**src/rtl/pipeline_pkg.sv**
```systemverilog
// Shared pipeline constants: access-size encodings (also used by the hazard unit)
// and the data-memory port FSM state encoding.
package pipeline_pkg;

  localparam logic [1:0] MASK_BYTE    = 2'd0;
  localparam logic [1:0] MASK_HALF    = 2'd1;
  localparam logic [1:0] MASK_WORD    = 2'd2;
  localparam logic [1:0] MASK_ILLEGAL = 2'd3;

  typedef enum logic {
    DMEM_IDLE      = 1'b0,
    DMEM_RMW_MERGE = 1'b1
  } dmem_state_e;

  // True when the byte offset is not aligned to the access size.
  function automatic logic mask_misaligned(input logic [1:0] mask, input logic [1:0] lane);
    logic mis;
    mis = 1'b0;
    if (mask == MASK_HALF) mis = lane[0];
    else if (mask == MASK_WORD) mis = (lane != 2'b00);
    return mis;
  endfunction

endpackage

```
**src/rtl/dmem_lane_unit.sv**
```systemverilog
// Combinational lane logic: extract/extend a loaded field, and merge a
// byte/half store into the word read back from the RAM.
module dmem_lane_unit
  import pipeline_pkg::*;
(
  input  logic [31:0] ld_word,
  input  logic [1:0]  ld_lane,
  input  logic [1:0]  ld_size,
  input  logic        ld_unsigned,
  output logic [31:0] ld_data,
  input  logic [31:0] st_old_word,
  input  logic [1:0]  st_lane,
  input  logic [1:0]  st_size,
  input  logic [15:0] st_wdata,
  output logic [31:0] st_word
);

  logic [7:0]  ld_byte;
  logic [15:0] ld_half;

  // Half accesses select on lane[1] only, so a misaligned half (when allowed) lands on its half.
  assign ld_byte = ld_word[{ld_lane, 3'b000} +: 8];
  assign ld_half = ld_word[{ld_lane[1], 4'b0000} +: 16];

  always_comb begin
    ld_data = ld_word;
    case (ld_size)
      MASK_BYTE: ld_data = {{24{~ld_unsigned & ld_byte[7]}}, ld_byte};
      MASK_HALF: ld_data = {{16{~ld_unsigned & ld_half[15]}}, ld_half};
      default:   ld_data = ld_word;
    endcase
  end

  always_comb begin
    st_word = st_old_word;
    case (st_size)
      MASK_BYTE: st_word[{st_lane, 3'b000} +: 8]     = st_wdata[7:0];
      MASK_HALF: st_word[{st_lane[1], 4'b0000} +: 16] = st_wdata;
      default:   st_word = st_old_word;
    endcase
  end

endmodule

```
**src/rtl/dmem_rmw_port.sv**
```systemverilog
// MEM-stage data-memory port: single-access word loads/stores, pipelined
// sub-word loads, and a two-cycle read-modify-write for byte/half stores.
module dmem_rmw_port
  import pipeline_pkg::*;
#(
  parameter int AW              = 12,
  parameter bit ERR_ON_MISALIGN = 1'b1
) (
  input  logic          clk,
  input  logic          rst_n,
  input  logic          req_valid,
  input  logic          req_read,
  input  logic          req_write,
  input  logic [31:0]   req_addr,
  input  logic [31:0]   req_wdata,
  input  logic [1:0]    req_maskMode,
  input  logic          req_unsigned,
  input  logic          flush,
  output logic          busy,
  output logic          rdata_valid,
  output logic [31:0]   rdata,
  output logic          err,
  output logic          mem_en,
  output logic          mem_we,
  output logic [AW-1:0] mem_addr,
  output logic [31:0]   mem_wdata,
  input  logic [31:0]   mem_rdata,
  output dmem_state_e   state_dbg
);

  // Handshake: a request is taken when req_valid=1, flush=0 and the FSM is idle.
  // busy=1 means the port is occupied next cycle; the requester holds its
  // request until busy drops, and nothing is accepted during RMW_MERGE.

  dmem_state_e state_q, state_d;

  logic          req_live;
  logic          req_illegal;
  logic          req_misaligned;
  logic          req_bad;
  logic          acc_ok;
  logic          acc_load;
  logic          acc_wstore;
  logic          acc_sstore;
  logic          acc_any;
  logic [AW-1:0] req_waddr;

  logic [AW-1:0] rmw_addr_q;
  logic [1:0]    rmw_lane_q;
  logic [1:0]    rmw_size_q;
  logic [15:0]   rmw_wdata_q;

  logic          ld_valid_q;
  logic [1:0]    ld_lane_q;
  logic [1:0]    ld_size_q;
  logic          ld_unsigned_q;
  logic          err_q;
  logic [31:0]   rdata_hold_q;

  logic [31:0]   ld_data;
  logic [31:0]   merged_word;
  logic          addr_hi_unused;

  assign req_waddr      = req_addr[AW+1:2];
  assign addr_hi_unused = ^req_addr[31:AW+2];

  // Gating with rst_n keeps every RAM strobe low while reset is held.
  assign req_live       = rst_n & req_valid & ~flush & (state_q == DMEM_IDLE);
  // Unknown size and read+write are always rejected; only alignment is optional.
  assign req_illegal    = (req_maskMode == MASK_ILLEGAL) | (req_read & req_write);
  assign req_misaligned = mask_misaligned(req_maskMode, req_addr[1:0]);
  assign req_bad        = req_illegal | (ERR_ON_MISALIGN && req_misaligned);
  assign acc_ok         = req_live & ~req_bad;
  assign acc_load       = acc_ok & req_read;
  assign acc_wstore     = acc_ok & req_write & (req_maskMode == MASK_WORD);
  assign acc_sstore     = acc_ok & req_write & (req_maskMode != MASK_WORD);
  assign acc_any        = acc_load | acc_wstore | acc_sstore;

  dmem_lane_unit u_lane (
    .ld_word     (mem_rdata),
    .ld_lane     (ld_lane_q),
    .ld_size     (ld_size_q),
    .ld_unsigned (ld_unsigned_q),
    .ld_data     (ld_data),
    .st_old_word (mem_rdata),
    .st_lane     (rmw_lane_q),
    .st_size     (rmw_size_q),
    .st_wdata    (rmw_wdata_q),
    .st_word     (merged_word)
  );

  always_ff @(posedge clk or negedge rst_n) begin
    if (!rst_n) state_q <= DMEM_IDLE;
    else        state_q <= state_d;
  end

  always_comb begin
    state_d = state_q;
    case (state_q)
      DMEM_IDLE:      if (acc_sstore) state_d = DMEM_RMW_MERGE;
      DMEM_RMW_MERGE: state_d = DMEM_IDLE;
      default:        state_d = DMEM_IDLE;
    endcase
  end

  always_comb begin
    busy      = 1'b0;
    mem_en    = 1'b0;
    mem_we    = 1'b0;
    mem_addr  = '0;
    mem_wdata = '0;
    case (state_q)
      DMEM_IDLE: begin
        busy   = acc_sstore;
        mem_en = acc_any;
        mem_we = acc_wstore;
        if (acc_any)    mem_addr  = req_waddr;
        if (acc_wstore) mem_wdata = req_wdata;
      end
      DMEM_RMW_MERGE: begin
        busy      = 1'b1;
        mem_en    = 1'b1;
        mem_we    = 1'b1;
        mem_addr  = rmw_addr_q;
        mem_wdata = merged_word;
      end
      default: begin
        busy = 1'b0;
      end
    endcase
  end

  always_ff @(posedge clk or negedge rst_n) begin
    if (!rst_n) begin
      err_q         <= 1'b0;
      ld_valid_q    <= 1'b0;
      ld_lane_q     <= 2'b00;
      ld_size_q     <= MASK_BYTE;
      ld_unsigned_q <= 1'b0;
      rmw_addr_q    <= '0;
      rmw_lane_q    <= 2'b00;
      rmw_size_q    <= MASK_BYTE;
      rmw_wdata_q   <= 16'h0000;
      rdata_hold_q  <= 32'h0000_0000;
    end else begin
      err_q      <= req_live & req_bad;
      ld_valid_q <= acc_load;
      if (acc_load) begin
        ld_lane_q     <= req_addr[1:0];
        ld_size_q     <= req_maskMode;
        ld_unsigned_q <= req_unsigned;
      end
      if (acc_sstore) begin
        rmw_addr_q  <= req_waddr;
        rmw_lane_q  <= req_addr[1:0];
        rmw_size_q  <= req_maskMode;
        rmw_wdata_q <= req_wdata[15:0];
      end
      if (ld_valid_q) rdata_hold_q <= ld_data;
    end
  end

  // Load data comes straight off the RAM in the response cycle, then is held.
  assign rdata       = ld_valid_q ? ld_data : rdata_hold_q;
  assign rdata_valid = ld_valid_q;
  assign err         = err_q;
  assign state_dbg   = state_q;

endmodule

```
**config.mk**
```make
export PLATFORM = sky130hd
export DESIGN_NAME = dmem_rmw_port
export DESIGN_NICKNAME = d
export VERILOG_FILES = /design/src/rtl/pipeline_pkg.sv /design/src/rtl/dmem_lane_unit.sv /design/src/rtl/dmem_rmw_port.sv
export SDC_FILE = /design/constraint.sdc
export NUM_CORES = 1
export LEC_CHECK = 0
export ABC_AREA = 1
export BUFFER_PORTS_ARGS = -buffer_cell sky130_fd_sc_hd__buf_2
export CAP_MARGIN = 0
export CORE_MARGIN = 2
export CORE_UTILIZATION = 57
export CTS_BUF_LIST = sky130_fd_sc_hd__clkbuf_4
export DETAILED_ROUTE_END_ITERATION = 16
export GPL_TIMING_DRIVEN = 0
export PLACE_DENSITY = 0.88
export SYNTH_ARGS = -nofsm -noshare
export SYNTH_HDL_FRONTEND = slang
export SYNTH_SLANG_ARGS = --single-unit
```
**constraint.sdc**
```tcl
create_clock -name clk -period 3.6 [get_ports clk]
set_input_delay 0.72 -clock clk [delete_from_list [all_inputs] [get_ports clk]]
set_output_delay 0.72 -clock clk [all_outputs]
set_load 0.01 [all_outputs]
```
==> metrics.cfg <==
[timing]
setup_slack_ns = 0.166
fmax_mhz = 291
fin_crit_ns = 3.43
slew_violations = 0
setup_violations = 0
whs_ns = 0.268
period_share = 0.954
hold_viol_final = 0
max_slew_margin = 0.565
finClkSkew_ns = 0.00577
worstMarginPinSlew_ns = 0.653

[synthesis]
yosys_register_bits = 72
avgSynthCellArea_sq_um = 6.18
yosysUniqueCellTypes = 29
netlist_instances = 929
synth.area.top_cells = dfrtp_1, nand2_1, nand4_1
syn_area_sq_um = 5740
yosysWarnings = 0
synthesis.nets = 1039
yosys.area.top_type = dfrtp_1
yosysSeqAreaShare = 0.314
yosys.area.top_type_share = 0.314

[floorplan]
dieArea_sq_um = 10900
die_x_microns = 104
initial_core_util = 0.587
rows = 36
dieHeight_microns = 104
ioPinCount = 187
core_sq_um = 9770

[placement]
place_congestion = 1.01
io_buffers = 166
dp.cells = 1228
place_ws_ns = 0.0404
post-dp-hpwl_microns = 15700
placed_area_sq_um = 6740

[final_layout]
layout.nets = 1218
fillerInstances = 919
fin_cells = 1247
area_growth_pct = 20.7
fin_area_sq_um = 6930
final_cell_mix = nand2_1, buf_2, nand4_1
drive_above_1_share = 0.213
seqCellArea_sq_um = 1800
final_common_cell = nand2_1
multi_input_area_sq_um = 3400

[clock_network]
cts.sinks = 72
clock_latency_ns = 0.44
clock_path_buffers = 2
ctsHoldBuffers = 0
cts-htree-levels = 3
clk_pin_slew_ns = 0.12
cts_inserted_buffers = 9
ctsRootBufferMaster = clkbuf_4
cts_tree = done

[outcome]
run_status = finished, final reports clean

[routing]
avgRoutedWirePerCell_microns = 16.2
wl_microns = 20300
vias = 7193
firstDrtPassIters = 8
drt-vias-per-instance = 5.77
ant_nets = 0
drtIter0Drc = 788
drc = 0

[critical_path]
crit_path_max_fanout = 10
rrSetupSlack_ns = 1.91
worstPathRequired_ns = 2.88
critPathKind = flip-flop to output port
end_kind = output port
crit_arrival_ns = 2.71
critPathLaunchType = flip-flop

[power]
power.density_nw_per_um2 = 444
p_leak_nw = 3.90
power_mw = 3.07
vdd_drop_max_v = 0.000356

[global_routing]
antenna_found_initial = 1
grt_pass1_wl_microns = 32100
overflow = 0
grt_usage = 0.368
grt_max_degree = 74
grt_pass1_vias = 6488

[run]
cap_viol_max_count = 0

[min_path]
worstHoldPathType = primary input to async pin

==> cell usage after synthesis, drive strengths merged <==
cell type,count
o22a,1
ha,5
nor2,36
nand3b,1
nand3,28
a21boi,9
buf,30
clkinv,3
o21ai,72
clkbuf,39
nor3,2
inv,62
nand2,400
a22oi,13
nand4,78
a21oi,66
o211ai,12
dfrtp,72
==> sequential cells by signal, summed over array words and instances (netlist names) <==
name and count:
state_dbg 1, ld_unsigned_q 1, ld_size_q 2, rmw_size_q 2, rmw_wdata_q 16, rdata_hold_q 32
rmw_lane_q 2, err 1, ld_lane_q 2, rdata_valid 1, rmw_addr_q 12
==> through the flow <==
stage           util  TNS, ns
2_1_floorplan      -        0
3_3_place_gp   0.689   -17.96
3_5_place_dp   0.689        0
4_1_cts        0.703  -0.0111
5_1_grt        0.709  -0.0127
6_report       0.709        0
==> where the power goes <==
group          internal (mW)  switching, mW  total (mW)  leakage, nW
Sequential              1.01          0.114        1.12        0.902
Clock                  0.204          0.301       0.506       0.0684
Combinational          0.469          0.978        1.45         2.93
==> path summary, 6_finish.rpt <==
| path | start | end | depth (start not counted) |
|---|---|---|---|
| worst max-delay path | rmw_lane_q[0] | mem_wdata[21] | 14 |
| worst min-delay path | rst_n | rmw_addr_q[10] | 1 |
| worst max register to register | ld_size_q[1] | rdata_hold_q[26] | 9 |
| worst min register to register | rdata_hold_q[15] | rdata_hold_q[15] | 2 |
| max in group asynchronous | rst_n | rdata_hold_q[3] | 1 |
| min in group clk | req_unsigned | ld_unsigned_q | 3 |
==> logic make-up after synthesis <==
kind of cell	Yosys count	synth area share
simple gates	545	0.409
compound gates	173	0.170
buf+inv	134	0.0962
flops	72	0.314
fa+ha+maj	5	0.0109
==> metal layers <==
layer,global-route usage,up-vias,share of wire
met4,0.160,0,0.038
met1,0.494,3242,0.40
met3,0.0677,66,0.11
met5,0,-,0
met2,0.580,457,0.45
li1,-,3428,-
==> critical path, stage by stage, from the launching register on <==
cell	delay, ns
dfrtp_1	0.40
buf_4	0.20
clkbuf_4	0.22
inv_1	0.09
ha_1	0.19
buf_2	0.16
clkbuf_2	0.22
nor2_2	0.20
nand3_1	0.10
nand2_1	0.07
nand2_1	0.04
nand2_1	0.09
nand2_1	0.07
nand2_1	0.08
buf_2	0.12
==> timing repair <==
action	in CTS	in global routing
gates resized for setup	1	14
pin swaps	0	1
buffers inserted	0	3
endpoints found under the setup margin	11	40
==> final cells by class <==
| cell class | count | area share |
|---|---|---|
| antenna | 1 | 0.000361 |
| buffer | 68 | 0.0452 |
| clock buffer | 9 | 0.00976 |
| clock inverter | 7 | 0.00903 |
| inverter | 65 | 0.0358 |
| multi-input combinational | 723 | 0.492 |
| sequential | 72 | 0.260 |
| tap | 133 | 0.0240 |
| timing repair buffer | 169 | 0.124 |
Power figures use the tool's default switching activity.
